$ cat config.mk
export PLATFORM = sky130hd
export DESIGN_NAME = linebuf_scanout_flat
export DESIGN_NICKNAME = d
export VERILOG_FILES = /design/src/rtl/linebuf_scanout_if.sv /design/src/rtl/linebuf_scanout.sv /design/src/flat_wrapper.sv
export SDC_FILE = /design/constraint.sdc
export NUM_CORES = 1
export LEC_CHECK = 0
export ABC_CLOCK_PERIOD_IN_PS = 6200
export CORE_MARGIN = 3
export CORE_UTILIZATION = 63
export DETAILED_ROUTE_END_ITERATION = 12
export GPL_ROUTABILITY_DRIVEN = 1
export GPL_TIMING_DRIVEN = 0
export PLACE_DENSITY = 0.89
export SYNTH_ARGS = -nofsm -noshare
export SYNTH_HDL_FRONTEND = slang
export SYNTH_SLANG_ARGS = --single-unit
$ cat constraint.sdc
create_clock -name clk -period 6.2 [get_ports clk]
set_input_delay 0.93 -clock clk [delete_from_list [all_inputs] [get_ports clk]]
set_output_delay 0.93 -clock clk [all_outputs]
set_load 0.1 [all_outputs]
$ cat src/rtl/linebuf_scanout_if.sv
// Line-buffer side of the scanout block: per-line start/vline to gfx and the
// read port into the finished line buffer.
//
// Handshake: there is no backpressure. start is a one-clock pulse and vline is
// only meaningful while start=1 (it holds its last value otherwise). The
// scanout drives linebuf_rdidx every clock, and the buffer must present the
// entry for that index on linebuf_data exactly one clock later.
interface linebuf_scanout_if;
  logic [7:0] vline;
  logic       start;
  logic [7:0] linebuf_rdidx;
  logic [4:0] linebuf_data;

  modport master (
    output vline,
    output start,
    output linebuf_rdidx,
    input  linebuf_data
  );

  modport slave (
    input  vline,
    input  start,
    input  linebuf_rdidx,
    output linebuf_data
  );
endinterface

$ cat src/rtl/linebuf_scanout.sv
// linebuf_scanout: read side of the gfx line buffer.
// Generates pixel/line timing, requests each line from gfx one line ahead,
// reads the finished line and resolves 5-bit entries through a 32x6 colour RAM.
// Pipeline: stage0 counters/rdidx, stage1 linebuf data + CRAM address,
// stage2 registered CRAM data with de/hsync/vsync aligned to it.
// Optional feature: define SCANOUT_LINE_IRQ_EN to build the line interrupt
// down-counter; without it line_irq is tied low.
module linebuf_scanout #(
  parameter int H_ACTIVE   = 256,
  parameter int H_TOTAL    = 342,
  parameter int H_SYNC_ST  = 280,
  parameter int H_SYNC_LEN = 26,
  parameter int V_ACTIVE   = 192,
  parameter int V_TOTAL    = 262,
  parameter int V_SYNC_ST  = 224,
  parameter int V_SYNC_LEN = 3
) (
  input  logic                     clk,
  input  logic                     reset,
  input  logic                     display_en,
  input  logic                     mask_col0,
  input  logic [3:0]               bgcol,
  input  logic [4:0]               cram_wraddr,
  input  logic [5:0]               cram_wrdata,
  input  logic                     cram_wren,
  input  logic [7:0]               line_irq_reload,
  output logic                     line_irq,
  output logic [3:0]               red,
  output logic [3:0]               green,
  output logic [3:0]               blue,
  output logic                     hsync,
  output logic                     vsync,
  output logic                     de,
  linebuf_scanout_if.master        lb
);

  // ---------------- stage0: counters and line requests ----------------
  logic [8:0] hcnt;
  logic [8:0] vcnt;
  logic       h_wrap;
  logic       v_wrap;
  logic [8:0] vnext;
  logic       start_d;
  logic [7:0] vline_d;

  assign h_wrap = (hcnt == 9'(H_TOTAL - 1));
  assign v_wrap = (vcnt == 9'(V_TOTAL - 1));
  assign vnext  = vcnt + 9'd1;

  // Request the next visible line; the last line of the frame requests line 0.
  assign start_d = (hcnt == 9'd0) && ((vnext < 9'(V_ACTIVE)) || v_wrap);
  assign vline_d = v_wrap ? 8'd0 : vnext[7:0];

  // Pixel and line counters.
  always_ff @(posedge clk) begin
    if (reset) begin
      hcnt <= 9'd0;
      vcnt <= 9'd0;
    end else if (h_wrap) begin
      hcnt <= 9'd0;
      vcnt <= v_wrap ? 9'd0 : vnext;
    end else begin
      hcnt <= hcnt + 9'd1;
    end
  end

  // Registered start pulse; vline holds between pulses.
  always_ff @(posedge clk) begin
    if (reset) begin
      lb.start <= 1'b0;
      lb.vline <= 8'd0;
    end else begin
      lb.start <= start_d;
      if (start_d) begin
        lb.vline <= vline_d;
      end
    end
  end

  assign lb.linebuf_rdidx = (hcnt < 9'(H_ACTIVE)) ? hcnt[7:0] : 8'd0;

  // Region flags decoded from the counters; syncs kept in active-low form.
  logic active0;
  logic col0_0;
  logic hs_n0;
  logic vs_n0;

  assign active0 = (hcnt < 9'(H_ACTIVE)) && (vcnt < 9'(V_ACTIVE));
  assign col0_0  = (hcnt < 9'd8);
  assign hs_n0   = !((hcnt >= 9'(H_SYNC_ST)) && (hcnt < 9'(H_SYNC_ST + H_SYNC_LEN)));
  assign vs_n0   = !((vcnt >= 9'(V_SYNC_ST)) && (vcnt < 9'(V_SYNC_ST + V_SYNC_LEN)));

  // ---------------- stage1: line data valid, choose CRAM address ----------------
  logic active1;
  logic col0_1;
  logic hs_n1;
  logic vs_n1;

  // Carry region flags alongside the one-clock line buffer read.
  always_ff @(posedge clk) begin
    if (reset) begin
      active1 <= 1'b0;
      col0_1  <= 1'b0;
      hs_n1   <= 1'b1;
      vs_n1   <= 1'b1;
    end else begin
      active1 <= active0;
      col0_1  <= col0_0;
      hs_n1   <= hs_n0;
      vs_n1   <= vs_n0;
    end
  end

  logic       use_border;
  logic [4:0] cram_rdaddr;

  assign use_border  = !active1 || !display_en || (mask_col0 && col0_1);
  assign cram_rdaddr = use_border ? {1'b1, bgcol} : lb.linebuf_data;

  // ---------------- colour RAM ----------------
  logic [5:0] cram [32];

  // CRAM write port; contents survive reset. A same-clock read sees the old value.
  always_ff @(posedge clk) begin
    if (cram_wren) begin
      cram[cram_wraddr] <= cram_wrdata;
    end
  end

  // ---------------- stage2: registered colour and aligned timing ----------------
  logic [5:0] rgb_q;

  // Colour is blanked outside the active area; timing flags follow the pixel.
  always_ff @(posedge clk) begin
    if (reset) begin
      rgb_q <= 6'd0;
      de    <= 1'b0;
      hsync <= 1'b1;
      vsync <= 1'b1;
    end else begin
      rgb_q <= active1 ? cram[cram_rdaddr] : 6'd0;
      de    <= active1;
      hsync <= hs_n1;
      vsync <= vs_n1;
    end
  end

  assign red   = {rgb_q[1:0], rgb_q[1:0]};
  assign green = {rgb_q[3:2], rgb_q[3:2]};
  assign blue  = {rgb_q[5:4], rgb_q[5:4]};

  // ---------------- line interrupt ----------------
`ifdef SCANOUT_LINE_IRQ_EN
  logic [7:0] irq_cnt;
  logic       irq_q;

  // Counter steps once per line at the end of the active span; line V_ACTIVE
  // still counts, later blanking lines keep it parked at the reload value.
  always_ff @(posedge clk) begin
    if (reset) begin
      irq_cnt <= line_irq_reload;
      irq_q   <= 1'b0;
    end else begin
      irq_q <= 1'b0;
      if (hcnt == 9'(H_ACTIVE)) begin
        if (vcnt <= 9'(V_ACTIVE)) begin
          if (irq_cnt == 8'd0) begin
            irq_q   <= 1'b1;
            irq_cnt <= line_irq_reload;
          end else begin
            irq_cnt <= irq_cnt - 8'd1;
          end
        end else begin
          irq_cnt <= line_irq_reload;
        end
      end
    end
  end

  assign line_irq = irq_q;
`else
  logic unused_reload;
  assign unused_reload = ^line_irq_reload;
  assign line_irq      = 1'b0;
`endif

endmodule

$ cat src/flat_wrapper.sv
// flat-port wrapper written by rule: the top's interface ports become plain ports
module linebuf_scanout_flat 
#(
  parameter int H_ACTIVE   = 256,
  parameter int H_TOTAL    = 342,
  parameter int H_SYNC_ST  = 280,
  parameter int H_SYNC_LEN = 26,
  parameter int V_ACTIVE   = 192,
  parameter int V_TOTAL    = 262,
  parameter int V_SYNC_ST  = 224,
  parameter int V_SYNC_LEN = 3
)
  (clk, reset, display_en, mask_col0, bgcol, cram_wraddr, cram_wrdata, cram_wren, line_irq_reload, line_irq, red, green, blue, hsync, vsync, de, lb_vline, lb_start, lb_linebuf_rdidx, lb_linebuf_data);
  linebuf_scanout_if lb_i ();
  input  logic clk;
  input  logic reset;
  input  logic display_en;
  input  logic mask_col0;
  input  logic [3:0] bgcol;
  input  logic [4:0] cram_wraddr;
  input  logic [5:0] cram_wrdata;
  input  logic cram_wren;
  input  logic [7:0] line_irq_reload;
  output logic line_irq;
  output logic [3:0] red;
  output logic [3:0] green;
  output logic [3:0] blue;
  output logic hsync;
  output logic vsync;
  output logic de;
  output wire logic [$bits(lb_i.vline)-1:0] lb_vline;
  output wire logic [$bits(lb_i.start)-1:0] lb_start;
  output wire logic [$bits(lb_i.linebuf_rdidx)-1:0] lb_linebuf_rdidx;
  input wire logic [$bits(lb_i.linebuf_data)-1:0] lb_linebuf_data;
  assign lb_vline = lb_i.vline;
  assign lb_start = lb_i.start;
  assign lb_linebuf_rdidx = lb_i.linebuf_rdidx;
  assign lb_i.linebuf_data = lb_linebuf_data;
  linebuf_scanout #(.H_ACTIVE(H_ACTIVE), .H_TOTAL(H_TOTAL), .H_SYNC_ST(H_SYNC_ST), .H_SYNC_LEN(H_SYNC_LEN), .V_ACTIVE(V_ACTIVE), .V_TOTAL(V_TOTAL), .V_SYNC_ST(V_SYNC_ST), .V_SYNC_LEN(V_SYNC_LEN)) u_core (.clk(clk), .reset(reset), .display_en(display_en), .mask_col0(mask_col0), .bgcol(bgcol), .cram_wraddr(cram_wraddr), .cram_wrdata(cram_wrdata), .cram_wren(cram_wren), .line_irq_reload(line_irq_reload), .line_irq(line_irq), .red(red), .green(green), .blue(blue), .hsync(hsync), .vsync(vsync), .de(de), .lb(lb_i));
endmodule
==> results.cfg <==
[timing]
fin_crit_ns = 3.58
timing.fmax_ghz = 0.279
worst_pin_slew_ns = 1.39
slew_headroom_pct = 7.19
rsz0062_at_grt = no
fin_crit_sh_pct = 57.7
hold_viol = 0
slew_violations = 0
fin_skew_ns = 0.0171
final-setup-viol-count = 0
fin_setup_tns_ns = 0

[floorplanning]
rows = 44
initial_core_util_pct = 65.6
die_x_microns = 130
die_y_microns = 130
core_area_sq_um = 14800
io_pins = 66
die-area_sq_um = 16900

[synthesis]
syn-mean-instance-area_sq_um = 13.2
ys_top_cells_by_area = edfxtp_1 60%, dfxtp_1 8.3%, mux2i_1 5.5%, nand2_1 3.1%, nor2_1 3.0%
synthDistinctLibCells = 55
ys_seq_area_share_pct = 67.9
synth_area_leader_cell = edfxtp_1
syn-cell-area_sq_um = 9680
ys.flop_type = edfxtp_1
async_flop_share_pct = 0
synth-edff-count = 192
synth.top_cell.area_share_pct = 59.6
synth_seq_cells = 232
yosys_warnings = 0
synth_fp_nets = 771
synthCells = 732

[cts]
cts_tree = yes
clk_pin_slew_ns = 0.07
cts_resized = 0
htree_levels = 1
cts_root_buf = clkbuf_16
numCtsBuffers = 23
clkSinkCount = 232
clk_path_buf_depth = 3
clkLatencyLatePin_ns = 0.50
cts_setup_buffers = 0
ctsHoldBuffers = 0

[detailed_routing]
wirelength_microns = 23700
vias_per_cell = 6.64
drc_errors = 0
num_vias = 6710
drtPass1Iterations = 7
first_iter_violations = 855
antenna_left = 0
wl_per_cell_microns = 23.5

[final_layout]
fin_util_pct = 76.1
diodes = 0
drive_gt1_share_pct = 10.2
layout.nets = 849
area_delta_synth_final_pct = 16.1
nFillCells = 832

[worst_setup_path]
critPathLaunchType = input pin
worst_r2r_path_depth = 9
arrival_ns = 3.96
crit_fanout = 10
crit_path_end_kind = flop
critPathKind = input pin to flop
worstPathRequired_ns = 6.58
rrSetupSlack_ns = 3.19

[worst_hold_path]
min_path_cells = 1
min_path_type = flop to flop

[placement]
place_hpwl_microns = 15500
io_buffers = 53
place.gp.congestion = 0.969

[pwr]
clock_power_share_pct = 41.1
internal-power_uw = 2690
p_seq_share_pct = 48.7
power_frac_comb_pct = 10.1
switchingPower_uw = 840
power.share.switching_pct = 23.8
power_leakage_uw = 0.00387
p_total_uw = 3530
irDropWorstVdd_mv = 0.229
power.density_nw_per_um2 = 314

[grt]
grt_max_degree = 33
grt.overflow.total = 0
grt_pass1_wl_microns = 36100
antenna_found_initial = 0
grt_pass1_vias = 6564
track_usage_pct = 28.2

[job]
maxCapViolations = 0

[status]
status = completed
## synthesized netlist by cell type (all sizes together) (7+ instances only)
library cell  instances
nand2b               12
nand3                22
a211oi               23
a22oi                 7
edfxtp              192
a32oi                12
nand2                83
inv                   7
xnor2                 9
and3                 19
dfxtp                40
a21oi                22
nor2b                 9
mux2i                53
nor4                 14
nor2                 77
buf                  26
clkbuf               19
a311oi               11
## path summary, 6_finish.rpt
check	startpoint	end
min reg2reg	u_core.hs_n1	u_core.hsync
max	mask_col0	u_core.rgb_q[3]
max reg2reg	u_core.col0_1	u_core.rgb_q[3]
min	u_core.hs_n1	u_core.hsync
## critical path, cell delays in order
cell             delay, ns
clkdlybuf4s50_1       0.44
and2_0                0.28
o21ai_1               0.46
and2_1                0.20
buf_2                 0.24
buf_1                 0.45
nand2_1               0.16
a32oi_1               0.32
a21oi_1               0.16
nor4_1                0.30
## final cells by class
| type | count | area, sq um | share of cell area [%] |
|---|---|---|---|
| Multi-Input combinational cell | 448 | 2860 | 25.5 |
| Inverter | 7 | 26.3 | 0.234 |
| Tap cell | 184 | 230 | 2.05 |
| Clock buffer | 26 | 607 | 5.40 |
| Sequential cell | 232 | 6570 | 58.5 |
| Buffer | 45 | 223 | 1.98 |
| Timing Repair Buffer | 53 | 526 | 4.68 |
| Clock inverter | 15 | 191 | 1.70 |
## sequential cells by signal, summed over array words and instances (netlist names), 6 cells and up
| register | flops |
|---|---|
| u_core.hcnt | 9 |
| u_core.lb.vline | 8 |
| u_core.rgb_q | 6 |
| u_core.cram | 192 |
| u_core.vcnt | 9 |
## kinds of logic (layout without fill, tap and decap cells)
logic type | count (synthesis) | count (layout) | synth area share (%)
AO/OA/AOI/OAI | 105 | 105 | 8.07
XOR/XNOR | 14 | 14 | 1.34
adder cells (fa/ha/maj) | 6 | 6 | 0.776
buffers and inverters | 52 | 146 | 2.57
flip-flops | 232 | 232 | 67.9
multiplexers | 57 | 57 | 6.18
other | 1 | 1 | 0.0388
AND/OR/NAND/NOR | 265 | 265 | 13.2
## layer usage
metal / global-route usage [%] / vias to the layer above / part of all wire (%)
met2: 46.2 / 554 / 48
met3: 4.42 / 94 / 11
li1: - / 2911 / -
met5: 0 / - / 0
met1: 38.1 / 3151 / 36
met4: 11.9 / 0 / 4.1
## cell usage in the layout, fill, tap and decap left out, types with 11 or more instances in the layout
master and instances:
clkbuf_1 20, nor2_1 77, and3_1 18, clkdlybuf4s50_1 52, buf_2 17, mux2i_1 53, dfxtp_1 40, a211oi_1 23
nor4_1 14, a21oi_1 21, nand3_1 21, clkbuf_16 23, nand2_1 81, a32oi_1 12, nand2b_1 12, a311oi_1 11
edfxtp_1 192
## per-stage QoR
step	hold slack (ns)	instances	setup WS (ns)	instance area, sq um
floorplan	0.389	732	3.34	9680
global placement	0.396	969	2.42	10400
detailed placement	0.394	969	2.26	10400
CTS	0.409	1010	2.73	11200
global route	0.424	1010	2.52	11200
finish	0.410	1010	2.62	11200
## power groups by stage
| stage | registers (uW) | logic [uW] | clock network [uW] |
|---|---|---|---|
| 4_1_cts | 1720 | 352 | 1450 |
| 3_5_place_dp | 1750 | 348 | 0 |
| 2_1_floorplan | 1790 | 188 | 0 |
| 6_report | 1720 | 358 | 1450 |
| 3_3_place_gp | 1750 | 337 | 0 |
| 5_1_grt | 1720 | 373 | 1510 |
No activity file was read; power rests on OpenSTA's default activity.
